File: src/rtl/mux_nt1_rr.sv
// mux_nt1_rr: N-input, n-bit stream multiplexer with per-channel valid/ready,
// one registered output stage (one cycle latency, full throughput).
//
// Configuration macro: MUX_RR_FAIR_EN
//   defined   -> round-robin arbitration starting at a rotating pointer PTR
//   undefined -> fixed priority (lowest valid index wins), no pointer state
module mux_nt1_rr #(
    parameter  int N    = 4,
    parameter  int n    = 32,
    localparam int SELW = (N > 1) ? $clog2(N) : 1
) (
    input  logic              CLK,
    input  logic              RST,
    input  logic [N*n-1:0]    D_IN,
    input  logic [N-1:0]      D_VALID,
    output logic [N-1:0]      D_READY,
    output logic [n-1:0]      D_OUT,
    output logic              OUT_VALID,
    input  logic              OUT_READY,
    output logic [SELW-1:0]   OUT_SEL
);

    // Output register is empty or is being drained this cycle.
    logic            load;
    logic            found;
    logic [SELW-1:0] gnt;
    int              idx;

`ifdef MUX_RR_FAIR_EN
    logic [SELW-1:0] ptr;
`endif

    assign load = !OUT_VALID || OUT_READY;

    // Pick the first valid channel, scanning from PTR (round-robin) or from 0.
    always_comb begin
        found = 1'b0;
        gnt   = '0;
        idx   = 0;
        for (int i = 0; i < N; i++) begin
`ifdef MUX_RR_FAIR_EN
            idx = int'(ptr) + i;
            if (idx >= N) idx = idx - N;
`else
            idx = i;
`endif
            if (!found && D_VALID[idx]) begin
                found = 1'b1;
                gnt   = SELW'(idx);
            end
        end
    end

    // Handshake back to the granted producer; reset suppresses it so a word
    // dropped by reset is never seen as transferred.
    always_comb begin
        D_READY = '0;
        if (!RST && found && load) D_READY[gnt] = 1'b1;
    end

    // Output register: load on grant, clear valid on drain, hold on stall.
    always_ff @(posedge CLK) begin
        if (RST) begin
            D_OUT     <= '0;
            OUT_SEL   <= '0;
            OUT_VALID <= 1'b0;
        end else if (load) begin
            if (found) begin
                D_OUT     <= D_IN[int'(gnt)*n +: n];
                OUT_SEL   <= gnt;
                OUT_VALID <= 1'b1;
            end else begin
                OUT_VALID <= 1'b0;
            end
        end
    end

`ifdef MUX_RR_FAIR_EN
    // Round-robin pointer: next scan starts just after the last winner,
    // wrapping explicitly so non-power-of-two N works.
    always_ff @(posedge CLK) begin
        if (RST) begin
            ptr <= '0;
        end else if (load && found) begin
            ptr <= (gnt == SELW'(N - 1)) ? '0 : gnt + SELW'(1);
        end
    end
`endif

endmodule

File: config.mk
export PLATFORM = sky130hd
export DESIGN_NAME = mux_nt1_rr
export DESIGN_NICKNAME = d
export VERILOG_FILES = /design/src/rtl/mux_nt1_rr.sv
export SDC_FILE = /design/constraint.sdc
export NUM_CORES = 1
export LEC_CHECK = 0
export ABC_AREA = 1
export CAP_MARGIN = 20
export CORE_ASPECT_RATIO = 1.25
export CORE_MARGIN = 2
export CORE_UTILIZATION = 35
export DETAILED_ROUTE_END_ITERATION = 8
export HOLD_SLACK_MARGIN = 0.06
export PLACE_DENSITY_LB_ADDON = 0.2
export SLEW_MARGIN = 0
export SYNTH_ARGS = -nofsm -noshare
export SYNTH_HDL_FRONTEND = slang
export SYNTH_SLANG_ARGS = --single-unit
File: constraint.sdc
create_clock -name CLK -period 1.2 [get_ports CLK]
set_clock_uncertainty 0.05 [all_clocks]
set_input_delay 0.18 -clock CLK [delete_from_list [all_inputs] [get_ports CLK]]
set_output_delay 0.18 -clock CLK [all_outputs]
set_load 0.01 [all_outputs]
==> impl_metrics.ini <==
[run_status]
status = complete, but fails checks
violations = negative setup slack

[critical_path]
r2r_end = D_OUT[17]
r2r_slack_ps = -250
crit_type = flip-flop to primary output
r2r_start = OUT_VALID
rr_worst_depth = 10
start_kind = flip-flop
required_ps = 970
worstPathArrival_ps = 1270
crit_path_max_fanout = 3
worstSetupEndpointType = primary output

[sta]
maxSlewHeadroom_pct = 75.10
setup_viol = 39
slew_viol_final = 0
finalCriticalPeriod_ps = 1496
fmax_mhz = 668.5
worst_slew_pin_slew_ps = 373.6
setup_ws_ps = -295.9
rsz0062_at_grt = yes
final-hold-violation-count = 0
period_share_pct = 124.7
hold_slack_ps = 390.0

[synth]
synth_fp_nets = 717
synth_seq_cells = 35
synth_top_family_by_area = simple AND/OR/NAND/NOR gates
synth_fa_ha_area_share_pct = 0
postSynthCellCount = 582
ys_types = 20
yosys.area_share.simple_pct = 48.55
synth_compound_area_share_pct = 1.227
ys_warn_count = 0
ys_seq_area_share_pct = 22.90
synthMuxAreaShare_pct = 0
synth-xor-area-share_pct = 0
syn_avg_cell_area_um2 = 5.256
synth_area_um2 = 3059

[clock_network]
clock_latency_ps = 280
cts_tree = built
clock-sinks = 35
cts-buffers-inserted = 5
cts_root_buf = clkbuf_8
hold_buffers = 0
clk_pin_slew_ps = 70
cts.path.max_buffers = 2
h-tree-depth = 2

[routing]
routed_wl_mm = 10.43
drc = 0
drt_iter0_markers = 181
wl_per_cell_um = 11.94
vias = 3960
ant_nets = 0
dr.pass1.iters = 4
vias_per_cell = 4.536

[global_route]
grt_pass1_vias = 3621
grt_overflow = 0
grt_antenna_before_repair = 0
grt_use_total_pct = 19.98
grt_max_degree = 37
grt_first_pass_wirelength_mm = 15.63

[min_path]
worstHoldStart = OUT_READY
min_path_type = primary input to flip-flop
holdPathStages = 4
holdPathEnd = OUT_VALID

[power]
p_total_mw = 4.026
ir_drop_mv = 0.4697
p_per_area_nw_per_um2 = 760.8
leakagePower_nw = 3.102

[final_layout]
drive_above_1_share_pct = 9.695
nFillCells = 873
regArea_um2 = 701.9
design_area_um2 = 5291
syn_to_final_growth_pct = 72.97
fin_util_pct = 61.49
nets = 887
multi_input_area_um2 = 1634
diodes = 0

[place]
gp_congestion = 0.8133
io_buffers = 173
placed_area_um2 = 4938
dp_hpwl_mm = 7.325
place_worst_setup_slack_ps = -879.4

[floorplanning]
io_pins = 174
core_area_um2 = 8606
die_x_um = 87.62
die_h_um = 108.5
rows = 38
dieArea_um2 = 9509
start_util_pct = 35.55

[flow_run]
drv_cap = 0
-- worst max-delay path, stage by stage (launching register included) --
cell	delay, ps
dfxtp_2	330
inv_2	60
nor2_4	40
a21oi_4	130
buf_6	130
nand2_4	60
nor3_4	100
buf_2	150
-- routing by layer --
| layer | GRT usage [%] | part of all wire [%] |
|---|---|---|
| met1 | 22.82 | 40 |
| met2 | 36.69 | 51 |
| met3 | 4.962 | 7.7 |
| met4 | 4.835 | 1.2 |
| met5 | 0 | 0 |
-- final cells by class --
| class | count | share of cell area, % |
|---|---|---|
| Sequential cell | 35 | 13.27 |
| Timing Repair Buffer | 201 | 39.21 |
| Inverter | 168 | 11.92 |
| Clock buffer | 8 | 1.892 |
| Multi-Input combinational cell | 341 | 30.88 |
| Tap cell | 120 | 2.838 |
-- through the flow --
step,setup TNS (ps),cells
finish,-7535,873
global route,-10570,873
CTS,-7954,865
detailed placement,-28640,854
global placement,-26560,854
floorplan,-19.94,582
-- cells in the mapped netlist --
master    instances  area [um2]
nand3_1         160       800.8
nor3_1            1       5.000
a31oi_1           1       6.260
nand2_2           2       12.51
inv_1           167       626.9
nand4_1           1       6.260
buf_4             6       45.04
nand2_1         101       379.1
dfxtp_1          35       700.7
clkbuf_1          7       26.28
a21oi_1           1       5.000
inv_2             1       3.750
buf_1             3       11.26
nor2_1           69       259.0
buf_6             2       22.52
nand2_4           1       11.26
buf_2            20       100.1
o21ai_0           2       10.01
nor2_4            1       11.26
a21oi_4           1       16.27
-- sequential cells by signal (all words and copies together) (netlist names) --
signal / cells
D_OUT: 32
OUT_VALID: 1
OUT_SEL: 2
-- logic make-up after synthesis --
group,count (synthesis)
flops,35
simple gates,336
compound gates,5
buf+inv,206
-- worst max-delay path by stage --
stage	start	to	slack, ps
3_5_place_dp	D_VALID[1]	D_READY[0]	-880
4_1_cts	OUT_VALID	D_READY[0]	-290
6_report	OUT_VALID	D_READY[0]	-300
2_1_floorplan	OUT_VALID	D_READY[0]	-20
5_1_grt	OUT_VALID	D_READY[0]	-380
3_3_place_gp	D_VALID[1]	D_READY[0]	-820
-- power by group --
group / leakage [nW] / internal [mW] / switching, mW / total, mW
clock network: 0.0515 / 0.524 / 0.404 / 0.928
logic: 2.76 / 0.955 / 0.791 / 1.75
registers: 0.292 / 1.29 / 0.0628 / 1.35
-- cell usage in the layout (no fill, tap or decap), drive strengths merged --
cell type / synthesis / layout
nand3: 160 / 160
inv: 168 / 168
o21ai: 2 / 2
buf: 31 / 28
clkdlybuf4s50: 0 / 129
a31oi: 1 / 1
clkbuf: 7 / 15
dfxtp: 35 / 35
nor2: 70 / 70
nand4: 1 / 1
nand2: 104 / 104
clkdlybuf4s15: 0 / 1
dlygate4sd2: 0 / 36
nor3: 1 / 1
a21oi: 2 / 2
-- timing repair --
| action | 4_1_cts | 5_1_grt |
|---|---|---|
| setup endpoints to repair | 74 | 41 |
| buffers inserted | 3 | 2 |
| endpoints found under the hold margin | 0 | 0 |
| pin swaps | 4 | 12 |
| gates resized for setup | 67 | 36 |
| gates cloned | 0 | 6 |
No activity file was read; power rests on OpenSTA's default activity.
